### config.mk
export PLATFORM = sky130hd
export DESIGN_NAME = vga_out_stage_flat
export DESIGN_NICKNAME = d
export VERILOG_FILES = /design/src/rtl/vga_out_stage_if.sv /design/src/rtl/vga_out_stage.sv /design/src/flat_wrapper.sv
export SDC_FILE = /design/constraint.sdc
export NUM_CORES = 1
export LEC_CHECK = 0
export BUFFER_PORTS_ARGS = -buffer_cell sky130_fd_sc_hd__buf_2
export CAP_MARGIN = 5
export CORE_MARGIN = 1
export CORE_UTILIZATION = 45
export DETAILED_ROUTE_END_ITERATION = 7
export GPL_TIMING_DRIVEN = 0
export PLACE_DENSITY = 0.82
export SLEW_MARGIN = 20
export SYNTH_ARGS = -nofsm -noshare
export SYNTH_HDL_FRONTEND = slang
export SYNTH_SLANG_ARGS = --single-unit
### constraint.sdc
create_clock -name clk -period 2.05 [get_ports clk]
set_clock_uncertainty 0.1 [all_clocks]
set_input_delay 0.41 -clock clk [delete_from_list [all_inputs] [get_ports clk]]
set_output_delay 0.41 -clock clk [all_outputs]
set_load 0.05 [all_outputs]
### src/rtl/vga_out_stage_if.sv
// Pixel bus between the timing generator / pixel core and the VGA output stage,
// plus the PMOD outputs and per-frame signature results.
interface vga_out_stage_if #(
  parameter int unsigned FRAME_CNT_W = 16
) ();

  // Upstream pixel and timing signals
  logic [9:0]             xOrd;
  logic [9:0]             yOrd;
  logic                   visible;
  logic                   hSyncIn;
  logic                   vSyncIn;
  logic [7:0]             red;
  logic [7:0]             green;
  logic [7:0]             blue;

  // RGB222 and realigned syncs towards the PMOD
  logic [1:0]             rOut;
  logic [1:0]             gOut;
  logic [1:0]             bOut;
  logic                   hSyncOut;
  logic                   vSyncOut;
  logic                   visibleOut;

  // Frame signature results
  logic [15:0]            sigOut;
  logic [18:0]            pixCount;
  logic [FRAME_CNT_W-1:0] frameCount;
  logic                   sigValid;

  // Pixel source side: drives the pixel bus, observes the results
  modport master (
    output xOrd, yOrd, visible, hSyncIn, vSyncIn, red, green, blue,
    input  rOut, gOut, bOut, hSyncOut, vSyncOut, visibleOut,
    input  sigOut, pixCount, frameCount, sigValid
  );

  // Output stage side
  modport slave (
    input  xOrd, yOrd, visible, hSyncIn, vSyncIn, red, green, blue,
    output rOut, gOut, bOut, hSyncOut, vSyncOut, visibleOut,
    output sigOut, pixCount, frameCount, sigValid
  );

endinterface

### src/rtl/vga_out_stage.sv
// VGA output stage: RGB888 -> RGB222 with 4x4 Bayer dither (or plain rounding),
// two-stage pipeline keeping syncs aligned with pixels, and a per-frame
// CRC-16-CCITT signature / pixel count / frame count computed on the output side.
module vga_out_stage #(
  parameter bit          DITHER_EN   = 1'b1,
  parameter int unsigned FRAME_CNT_W = 16
) (
  input  logic          clk,
  input  logic          rst_n,
  vga_out_stage_if.slave bus
);

  // 4x4 ordered-dither threshold, row = line[1:0], column = pixel[1:0]
  function automatic logic [3:0] bayer(input logic [1:0] row, input logic [1:0] col);
    logic [3:0] m;
    unique case ({row, col})
      4'h0: m = 4'd0;
      4'h1: m = 4'd8;
      4'h2: m = 4'd2;
      4'h3: m = 4'd10;
      4'h4: m = 4'd12;
      4'h5: m = 4'd4;
      4'h6: m = 4'd14;
      4'h7: m = 4'd6;
      4'h8: m = 4'd3;
      4'h9: m = 4'd11;
      4'hA: m = 4'd1;
      4'hB: m = 4'd9;
      4'hC: m = 4'd15;
      4'hD: m = 4'd7;
      4'hE: m = 4'd13;
      4'hF: m = 4'd5;
    endcase
    return m;
  endfunction

  // CRC-16-CCITT (0x1021), six data bits shifted in MSB first in one step
  function automatic logic [15:0] crc16_step6(input logic [15:0] crc, input logic [5:0] word);
    logic [15:0] c;
    logic        fb;
    c = crc;
    for (int i = 5; i >= 0; i--) begin
      fb = c[15] ^ word[i];
      c  = {c[14:0], 1'b0};
      if (fb) begin
        c = c ^ 16'h1021;
      end
    end
    return c;
  endfunction

  // Channel scaling: c*3 + bias; the top two bits of the 10-bit sum are the RGB222 value.
  // Rounding uses a fixed bias of 128, dithering uses M*16 + 8.
  logic [3:0] thresh;
  logic [9:0] bias;
  logic [9:0] sum_r_d, sum_g_d, sum_b_d;

  // Stage 1 state
  logic [9:0] sum_r_q, sum_g_q, sum_b_q;
  logic       vis1_q, hs1_q, vs1_q;

  // Stage 2 state (drives the PMOD)
  logic [1:0] r_q, g_q, b_q;
  logic [1:0] r_d, g_d, b_d;
  logic       vis2_q, hs2_q, vs2_q;

  // Signature state
  logic [15:0]            crc_q, crc_upd;
  logic [18:0]            cnt_q, cnt_upd;
  logic                   vs_prev_q;
  logic                   frame_end;
  logic [15:0]            sig_q;
  logic [18:0]            pix_q;
  logic [FRAME_CNT_W-1:0] fc_q;
  logic                   sig_valid_q;

  // Dither threshold and the three channel sums for the incoming pixel
  always_comb begin
    thresh = bayer(bus.yOrd[1:0], bus.xOrd[1:0]);
    if (DITHER_EN) begin
      bias = ({6'd0, thresh} << 4) + 10'd8;
    end else begin
      bias = 10'd128;
    end
    sum_r_d = ({2'b00, bus.red}   << 1) + {2'b00, bus.red}   + bias;
    sum_g_d = ({2'b00, bus.green} << 1) + {2'b00, bus.green} + bias;
    sum_b_d = ({2'b00, bus.blue}  << 1) + {2'b00, bus.blue}  + bias;
  end

  // Stage 1: register sums, visible and syncs (syncs idle high)
  always_ff @(posedge clk or negedge rst_n) begin
    if (!rst_n) begin
      sum_r_q <= '0;
      sum_g_q <= '0;
      sum_b_q <= '0;
      vis1_q  <= 1'b0;
      hs1_q   <= 1'b1;
      vs1_q   <= 1'b1;
    end else begin
      sum_r_q <= sum_r_d;
      sum_g_q <= sum_g_d;
      sum_b_q <= sum_b_d;
      vis1_q  <= bus.visible;
      hs1_q   <= bus.hSyncIn;
      vs1_q   <= bus.vSyncIn;
    end
  end

  // Quantise and blank outside the active area
  always_comb begin
    r_d = vis1_q ? sum_r_q[9:8] : 2'b00;
    g_d = vis1_q ? sum_g_q[9:8] : 2'b00;
    b_d = vis1_q ? sum_b_q[9:8] : 2'b00;
  end

  // Stage 2: registered RGB222, syncs and visible
  always_ff @(posedge clk or negedge rst_n) begin
    if (!rst_n) begin
      r_q    <= 2'b00;
      g_q    <= 2'b00;
      b_q    <= 2'b00;
      vis2_q <= 1'b0;
      hs2_q  <= 1'b1;
      vs2_q  <= 1'b1;
    end else begin
      r_q    <= r_d;
      g_q    <= g_d;
      b_q    <= b_d;
      vis2_q <= vis1_q;
      hs2_q  <= hs1_q;
      vs2_q  <= vs1_q;
    end
  end

  // Running CRC / count including the pixel currently on the outputs, and frame-end detect.
  // Folding the current pixel in before latching covers a pixel that coincides with frame end.
  always_comb begin
    crc_upd   = vis2_q ? crc16_step6(crc_q, {r_q, g_q, b_q}) : crc_q;
    cnt_upd   = cnt_q + {18'd0, vis2_q};
    frame_end = vs_prev_q & ~vs2_q;
  end

  // Signature accumulation and per-frame latch on the falling edge of vSyncOut
  always_ff @(posedge clk or negedge rst_n) begin
    if (!rst_n) begin
      crc_q       <= 16'hFFFF;
      cnt_q       <= '0;
      vs_prev_q   <= 1'b1;
      sig_q       <= '0;
      pix_q       <= '0;
      fc_q        <= '0;
      sig_valid_q <= 1'b0;
    end else begin
      vs_prev_q <= vs2_q;
      if (frame_end) begin
        sig_q       <= crc_upd;
        pix_q       <= cnt_upd;
        fc_q        <= fc_q + FRAME_CNT_W'(1);
        sig_valid_q <= 1'b1;
        crc_q       <= 16'hFFFF;
        cnt_q       <= '0;
      end else begin
        sig_valid_q <= 1'b0;
        crc_q       <= crc_upd;
        cnt_q       <= cnt_upd;
      end
    end
  end

  assign bus.rOut       = r_q;
  assign bus.gOut       = g_q;
  assign bus.bOut       = b_q;
  assign bus.hSyncOut   = hs2_q;
  assign bus.vSyncOut   = vs2_q;
  assign bus.visibleOut = vis2_q;
  assign bus.sigOut     = sig_q;
  assign bus.pixCount   = pix_q;
  assign bus.frameCount = fc_q;
  assign bus.sigValid   = sig_valid_q;

  // Only the low coordinate bits and the top sum bits carry information here
  logic unused_bits;
  assign unused_bits = ^{bus.xOrd[9:2], bus.yOrd[9:2], sum_r_q[7:0], sum_g_q[7:0], sum_b_q[7:0]};

endmodule

### src/flat_wrapper.sv
// flat-port wrapper written by rule: the top's interface ports become plain ports
module vga_out_stage_flat 
#(
  parameter bit          DITHER_EN   = 1'b1,
  parameter int unsigned FRAME_CNT_W = 16
)
  (clk, rst_n, bus_xOrd, bus_yOrd, bus_visible, bus_hSyncIn, bus_vSyncIn, bus_red, bus_green, bus_blue, bus_rOut, bus_gOut, bus_bOut, bus_hSyncOut, bus_vSyncOut, bus_visibleOut, bus_sigOut, bus_pixCount, bus_frameCount, bus_sigValid);
  vga_out_stage_if #(.FRAME_CNT_W(FRAME_CNT_W)) bus_i ();
  input  logic clk;
  input  logic rst_n;
  input wire logic [$bits(bus_i.xOrd)-1:0] bus_xOrd;
  input wire logic [$bits(bus_i.yOrd)-1:0] bus_yOrd;
  input wire logic [$bits(bus_i.visible)-1:0] bus_visible;
  input wire logic [$bits(bus_i.hSyncIn)-1:0] bus_hSyncIn;
  input wire logic [$bits(bus_i.vSyncIn)-1:0] bus_vSyncIn;
  input wire logic [$bits(bus_i.red)-1:0] bus_red;
  input wire logic [$bits(bus_i.green)-1:0] bus_green;
  input wire logic [$bits(bus_i.blue)-1:0] bus_blue;
  output wire logic [$bits(bus_i.rOut)-1:0] bus_rOut;
  output wire logic [$bits(bus_i.gOut)-1:0] bus_gOut;
  output wire logic [$bits(bus_i.bOut)-1:0] bus_bOut;
  output wire logic [$bits(bus_i.hSyncOut)-1:0] bus_hSyncOut;
  output wire logic [$bits(bus_i.vSyncOut)-1:0] bus_vSyncOut;
  output wire logic [$bits(bus_i.visibleOut)-1:0] bus_visibleOut;
  output wire logic [$bits(bus_i.sigOut)-1:0] bus_sigOut;
  output wire logic [$bits(bus_i.pixCount)-1:0] bus_pixCount;
  output wire logic [$bits(bus_i.frameCount)-1:0] bus_frameCount;
  output wire logic [$bits(bus_i.sigValid)-1:0] bus_sigValid;
  assign bus_i.xOrd = bus_xOrd;
  assign bus_i.yOrd = bus_yOrd;
  assign bus_i.visible = bus_visible;
  assign bus_i.hSyncIn = bus_hSyncIn;
  assign bus_i.vSyncIn = bus_vSyncIn;
  assign bus_i.red = bus_red;
  assign bus_i.green = bus_green;
  assign bus_i.blue = bus_blue;
  assign bus_rOut = bus_i.rOut;
  assign bus_gOut = bus_i.gOut;
  assign bus_bOut = bus_i.bOut;
  assign bus_hSyncOut = bus_i.hSyncOut;
  assign bus_vSyncOut = bus_i.vSyncOut;
  assign bus_visibleOut = bus_i.visibleOut;
  assign bus_sigOut = bus_i.sigOut;
  assign bus_pixCount = bus_i.pixCount;
  assign bus_frameCount = bus_i.frameCount;
  assign bus_sigValid = bus_i.sigValid;
  vga_out_stage #(.DITHER_EN(DITHER_EN), .FRAME_CNT_W(FRAME_CNT_W)) u_core (.clk(clk), .rst_n(rst_n), .bus(bus_i));
endmodule
Word-level counts from Yosys, hierarchy flattened
Memory sizes are Yosys's and may differ from the RTL's.
Index checks and enable logic that the tools add are counted.

word-level totals
  register bits after elaboration = 130
  bits in read-only memories = 64
  bits of input ports = 49
  output and inout bits = 61
  word-level logic and storage cells = 56
  memories = 1

operators by class
  $add $sub $neg = 9
  multiplexer cells = 13
  bitwise logic cells = 14

memories
  memory            depth  width  read ports  clocked after memory_dff  write ports  line                 text
  (name not given)  16     4      1           0                         0            vga_out_stage.sv:16  unique case ({row, col})

operator list
  kind                                                             number
  13-bit 2-to-1 mux                                                6
  16-bit 2-to-1 mux                                                2
  10-bit adder                                                     3
  9-bit by 8-bit adder with 10-bit output                          3
  19-bit by 1-bit adder with 19-bit output                         1
  19-bit 2-to-1 mux                                                1
  3-bit NOT                                                        6
  16-bit by 1-bit adder with 16-bit output, second input constant  1
  8-bit by 4-bit adder with 9-bit output, second input constant    1
  2-bit 2-to-1 mux                                                 3
  1-bit bitwise XOR                                                6
  1-bit bitwise AND                                                1
  1-bit 2-to-1 mux                                                 1
  1-bit NOT                                                        1

Longest topological paths before layout
  word-level depth = 14
  mapped depth = 8
  depth with buffers taken out = 8

Worst setup path after synthesis
No wires, ideal clock.

  path kind = reg2reg
  start point = register u_core.vis2_q (netlist: u_core.bus.visibleOut)
  end point = register u_core.pix_q[18] (netlist: u_core.bus.pixCount[18])
  setup time = 0.082 ns
  arrival time = 2.174 ns
  required time = 1.868 ns
  path slack = -0.306 ns
  stages on the path, launching flop included = 7
  path buffers = 0
  cell sequence = dfrtp_1 ha_1 ha_1 nand3_1 or4_4 or3_1 a31oi_1

between the ends
  longest elaborated chain between the ends = 1

RTL lines
  item                                      line                  text
  start, declared                           vga_out_stage.sv:65   logic vis2_q, hs2_q, vs2_q;
  start signal, assigned                    vga_out_stage.sv:129  vis2_q <= vis1_q;
  19-bit by 1-bit adder with 19-bit output  vga_out_stage.sv:139  cnt_upd = cnt_q + {18'd0, vis2_q};
  end signal, assigned                      vga_out_stage.sv:157  pix_q <= cnt_upd;
  end, declared                             vga_out_stage.sv:73   logic [18:0] pix_q;

No other way between the ends.
A chain may end at the register's enable or synchronous reset.

Final worst setup path
  start point = input port bus_yOrd[0]
  end point = register u_core.sum_r_q[8]

between the ends
  longest elaborated chain between the ends = 3

RTL lines
  item                                    line                  text
  start, declared                         flat_wrapper.sv:12    input wire logic [$bits(bus_i.yOrd)-1:0] bus_yOrd;
  memory 16 x 4 bit                       -
  8-bit by 4-bit adder with 9-bit output  vga_out_stage.sv:81   bias = ({6'd0, thresh} << 4) + 10'd8;
  10-bit adder                            vga_out_stage.sv:85   sum_r_d = ({2'b00, bus.red} << 1) + {2'b00, bus.red} + bias;
  net u_core.sum_r_d[8]                   vga_out_stage.sv:56   logic [9:0] sum_r_d, sum_g_d, sum_b_d;
  end signal, assigned                    vga_out_stage.sv:100  sum_r_q <= sum_r_d;
  end, declared                           vga_out_stage.sv:59   logic [9:0] sum_r_q, sum_g_q, sum_b_q;

The timed path passes the listed nets, and every way through them passes these cells.

==> run_results.csv <==
group,metric,value,unit
outcome,outcome,"finished with violations",
outcome,failed_checks,"setup timing",
global_routing,wire_length_of_the_first_global_routing_pass,17.9,mm
logic_synthesis,async_flop_share,100,%
cts,numCtsBuffers,9,
final_layout,fin_cells,728,
sta,final_number_of_setup_violating_endpoints,3,
floorplan,placementRows,38,
logic_synthesis,synth_cells,471,
power_and_ir_drop,powerDensity,1190,nW/um2
power_and_ir_drop,vdd_ir_drop_max,0.818,mV
drt,firstDrtPassIters,4,
worst_setup_path,crit_path_cell_trace,"buf_4, xor2_4, fa_1, ha_4, nor3b_1, a21oi_1, o21ai_1, a311o_1",
cts,total_number_of_clock_tree_sinks,106,
sta,unrepaired_setup_endpoints_after_global_routing,"true",
sta,report.final.slew_viol_count,0,
drt,route.met3.wl,544,um
cts,clock_latency,0.34,ns
logic_synthesis,syn_area,5150,um2
logic_synthesis,synth.distinct_cells,37,
sta,final-hold-violation-count,0,
worst_setup_path,worst_path_max_delay_cell,"sky130_fd_sc_hd__fa_1",
placed_design,dpl.cell_count,705,
placed_design,dp_hpwl,8.24,mm
worst_setup_path,reg2reg_from,"u_core.bus.visibleOut$_DFF_PN0_",
worst_setup_path,critical_path_required,2.16,ns
sta,finalCritPeriodShare,101,%
logic_synthesis,yosysWarningCount,0,
sta,final.setup.worst_slack,-0.0296,ns
job,max_cap_viol_count,0,
logic_synthesis,synth-edff-count,0,
final_layout,final_layout_size_suffix_gt1_share,27.7,%
worst_setup_path,worst_setup_path_startpoint,"bus_yOrd[0]",
global_routing,initial_antenna_violation_count,0,
logic_synthesis,ys.flop_type,"sky130_fd_sc_hd__dfrtp_1",
global_routing,via_count_of_the_first_global_routing_pass,3961,
drt,drc_errors,0,
placed_design,place_worst_setup_slack,-0.465,ns
logic_synthesis,synth.yosys.seq_area_share,52.0,%
worst_setup_path,timing.reg2reg.setup_slack,-0.01,ns
worst_setup_path,critPathCaptureType,"flop",
floorplan,ioPinCount,110,
drt,vias,3803,
global_routing,grt_util_all_layers,19.5,%
drt,topRoutingLayerUsed,"met4",
sta,clock.fmax,0.481,GHz
power_and_ir_drop,leakagePower,3.05,nW
drt,met1_length,4.58,mm
final_layout,final_cell_mix,"sky130_fd_sc_hd__buf_2, sky130_fd_sc_hd__dfrtp_1, sky130_fd_sc_hd__nand2_1",
sta,timing.max_slew.rel_slack,60.5,%
final_layout,area_growth,23.0,%
worst_setup_path,crit-reg2reg-capture,"u_core.bus.pixCount[18]$_DFFE_PN0P_",
cts,max-clock-path-buffers,2,
placed_design,place_congestion,0.825,
drt,detail-route-antenna-nets,0,
global_routing,largest_net_degree_at_the_start_of_global_routing,68,
drt,avgRoutedWirePerCell,15.1,um
worst_setup_path,path_class,"in2reg",
worst_setup_path,worst_setup_path_start_kind,"input pin",
logic_synthesis,syn-mean-instance-area,10.9,um2
floorplan,die-width,109,um
placed_design,port-buffer-count,93,
final_layout,antennaDiodeCount,0,
floorplan,design.die.area,11900,um2
sta,min_period,2.08,ns
final_layout,fin_nets,671,
sta,tightestPinTransition,0.589,ns
final_layout,fill_cells,915,
worst_setup_path,worstRegToRegCells,6,
drt,wl_met2,5.63,mm
worst_hold_path,hp-class,"in2reg",
drt,via_to_cell_ratio,5.22,
worst_setup_path,worst_path_largest_cell_delay,0.49,ns
sta,fin_tns_setup,-0.0492,ns
worst_setup_path,worst_ep_arrival_time,2.19,ns
floorplan,chipHeight,109,um
cts,cts.clk_slew.worst_paths,0.07,ns
global_routing,grt.overflow.total,0,
floorplan,initial_utilization,46.9,%
floorplan,core-area,11000,um2
worst_setup_path,crit_fanout,4,
power_and_ir_drop,total_power,7.56,mW
cts,ctsRootBufferMaster,"sky130_fd_sc_hd__clkbuf_16",
worst_setup_path,timing.critical_path.to,"u_core.sum_r_q[8]$_DFF_PN0_",
logic_synthesis,ys_seq_elements,106,
drt,drt-initial-drc-count,160,
cts,cts.htree.levels,3,
logic_synthesis,synth_nets,559,
sta,fin_hold_ws,0.0669,ns
final_layout,layout.cells.most_common,"sky130_fd_sc_hd__buf_2",
cts,cts_tree,"done",
drt,routed_wirelength,11.0,mm
[state kept, by name (all words and copies together) (netlist names)]
signal	cells
u_core.bus.pixCount	19
u_core.sum_g_q	2
u_core.bus.sigValid	1
u_core.bus.gOut	2
u_core.bus.rOut	2
u_core.sum_b_q	2
u_core.crc_q	16
u_core.bus.frameCount	16
u_core.bus.hSyncOut	1
u_core.bus.vSyncOut	1
u_core.vs_prev_q	1
u_core.hs1_q	1
u_core.bus.sigOut	16
u_core.bus.bOut	2
u_core.cnt_q	19
u_core.bus.visibleOut	1
u_core.vis1_q	1
u_core.sum_r_q	2
u_core.vs1_q	1
[worst min path at each step]
stage	from	endpoint	slack (ns)	cells after the start
2_1_floorplan	rst_n	u_core.bus.bOut[0]$_DFF_PN0_	0.01	0
3_3_place_gp	u_core.vs1_q$_DFF_PN1_	u_core.bus.vSyncOut$_DFF_PN1_	0.25	0
3_5_place_dp	rst_n	u_core.bus.sigOut[0]$_DFFE_PN0P_	0.24	1
4_1_cts	bus_hSyncIn	u_core.hs1_q$_DFF_PN1_	0.05	1
5_1_grt	bus_vSyncIn	u_core.vs1_q$_DFF_PN1_	0.06	1
6_report	bus_hSyncIn	u_core.hs1_q$_DFF_PN1_	0.07	1
[report_power, final]
part	switching [mW]	internal [mW]	total, mW
registers	0.323	2.64	2.97
clock network	0.727	0.981	1.71
logic	1.85	1.03	2.88
[metal layers]
metal,track usage [%],up-vias
li1,-,1822
met1,22.9,1857
met2,34.5,97
met3,4.06,27
met4,8.20,0
met5,0,-
[worst max-delay path, delay by kind of cell]
kind | cells | cell delay [ns]
AO/OA/AOI/OAI | 3 | 0.54
XOR/XNOR | 1 | 0.23
adder cells (fa/ha/maj) | 2 | 0.80
buffers and inverters | 1 | 0.15
AND/OR/NAND/NOR | 1 | 0.05
[synth_stat cells (2+ instances only)]
master	number	area, um2
sky130_fd_sc_hd__dfrtp_1	85	2130
sky130_fd_sc_hd__nand2_1	73	274
sky130_fd_sc_hd__o21ai_0	38	190
sky130_fd_sc_hd__xnor2_1	31	272
sky130_fd_sc_hd__nor2_1	28	105
sky130_fd_sc_hd__ha_1	27	338
sky130_fd_sc_hd__inv_1	22	82.6
sky130_fd_sc_hd__dfstp_2	21	552
sky130_fd_sc_hd__mux2i_1	16	160
sky130_fd_sc_hd__xor2_1	14	123
sky130_fd_sc_hd__clkbuf_1	13	48.8
sky130_fd_sc_hd__nor3_1	13	65.1
sky130_fd_sc_hd__fa_1	12	240
sky130_fd_sc_hd__a21oi_1	11	55.1
sky130_fd_sc_hd__nand3_1	11	55.1
sky130_fd_sc_hd__and2_1	9	56.3
sky130_fd_sc_hd__nand4_1	9	56.3
sky130_fd_sc_hd__nor4_1	5	31.3
sky130_fd_sc_hd__o211ai_1	5	37.5
sky130_fd_sc_hd__nor2b_1	3	18.8
sky130_fd_sc_hd__or3_1	3	18.8
sky130_fd_sc_hd__xor3_1	3	71.3
sky130_fd_sc_hd__a21o_1	2	15.0
sky130_fd_sc_hd__a221oi_1	2	17.5
sky130_fd_sc_hd__a31oi_1	2	12.5
sky130_fd_sc_hd__nand2b_1	2	12.5
[final cells by class]
class                           count  area [um2]  area share, %
Sequential cell                   106        2680           42.3
Multi-Input combinational cell    329        2480           39.1
Clock buffer                       12         246           3.89
Tap cell                          140         175           2.76
Timing Repair Buffer              101         563           8.88
Buffer                             14        62.6          0.987
Clock inverter                      4        52.6          0.829
Inverter                           22        82.6           1.30
[stage by stage]
stage | util [%] | instance area (um2)
floorplan | - | 5220
global placement | 53.4 | 5860
detailed placement | 53.7 | 5900
CTS | 56.7 | 6230
global route | 57.7 | 6340
finish | 57.7 | 6340
[cell families (layout without fill, tap and decap cells)]
kind of cell / after synthesis / in the layout / share of synthesized area (%)
AND/OR/NAND/NOR: 163 / 163 / 14.9
adder cells (fa/ha/maj): 39 / 39 / 11.2
flip-flops: 106 / 106 / 52.0
XOR/XNOR: 49 / 49 / 9.47
AO/OA/AOI/OAI: 62 / 62 / 6.72
multiplexers: 16 / 16 / 3.11
buffers and inverters: 36 / 153 / 2.62
[timing repair]
item | in CTS | in global routing
hold endpoints to repair | 22 | 0
endpoints found under the setup margin | 9 | 44
pin swaps | 0 | 15
hold buffers | 1 | 0
buffers inserted | 1 | 5
gates resized for setup | 5 | 28
Power figures use the tool's default switching activity.
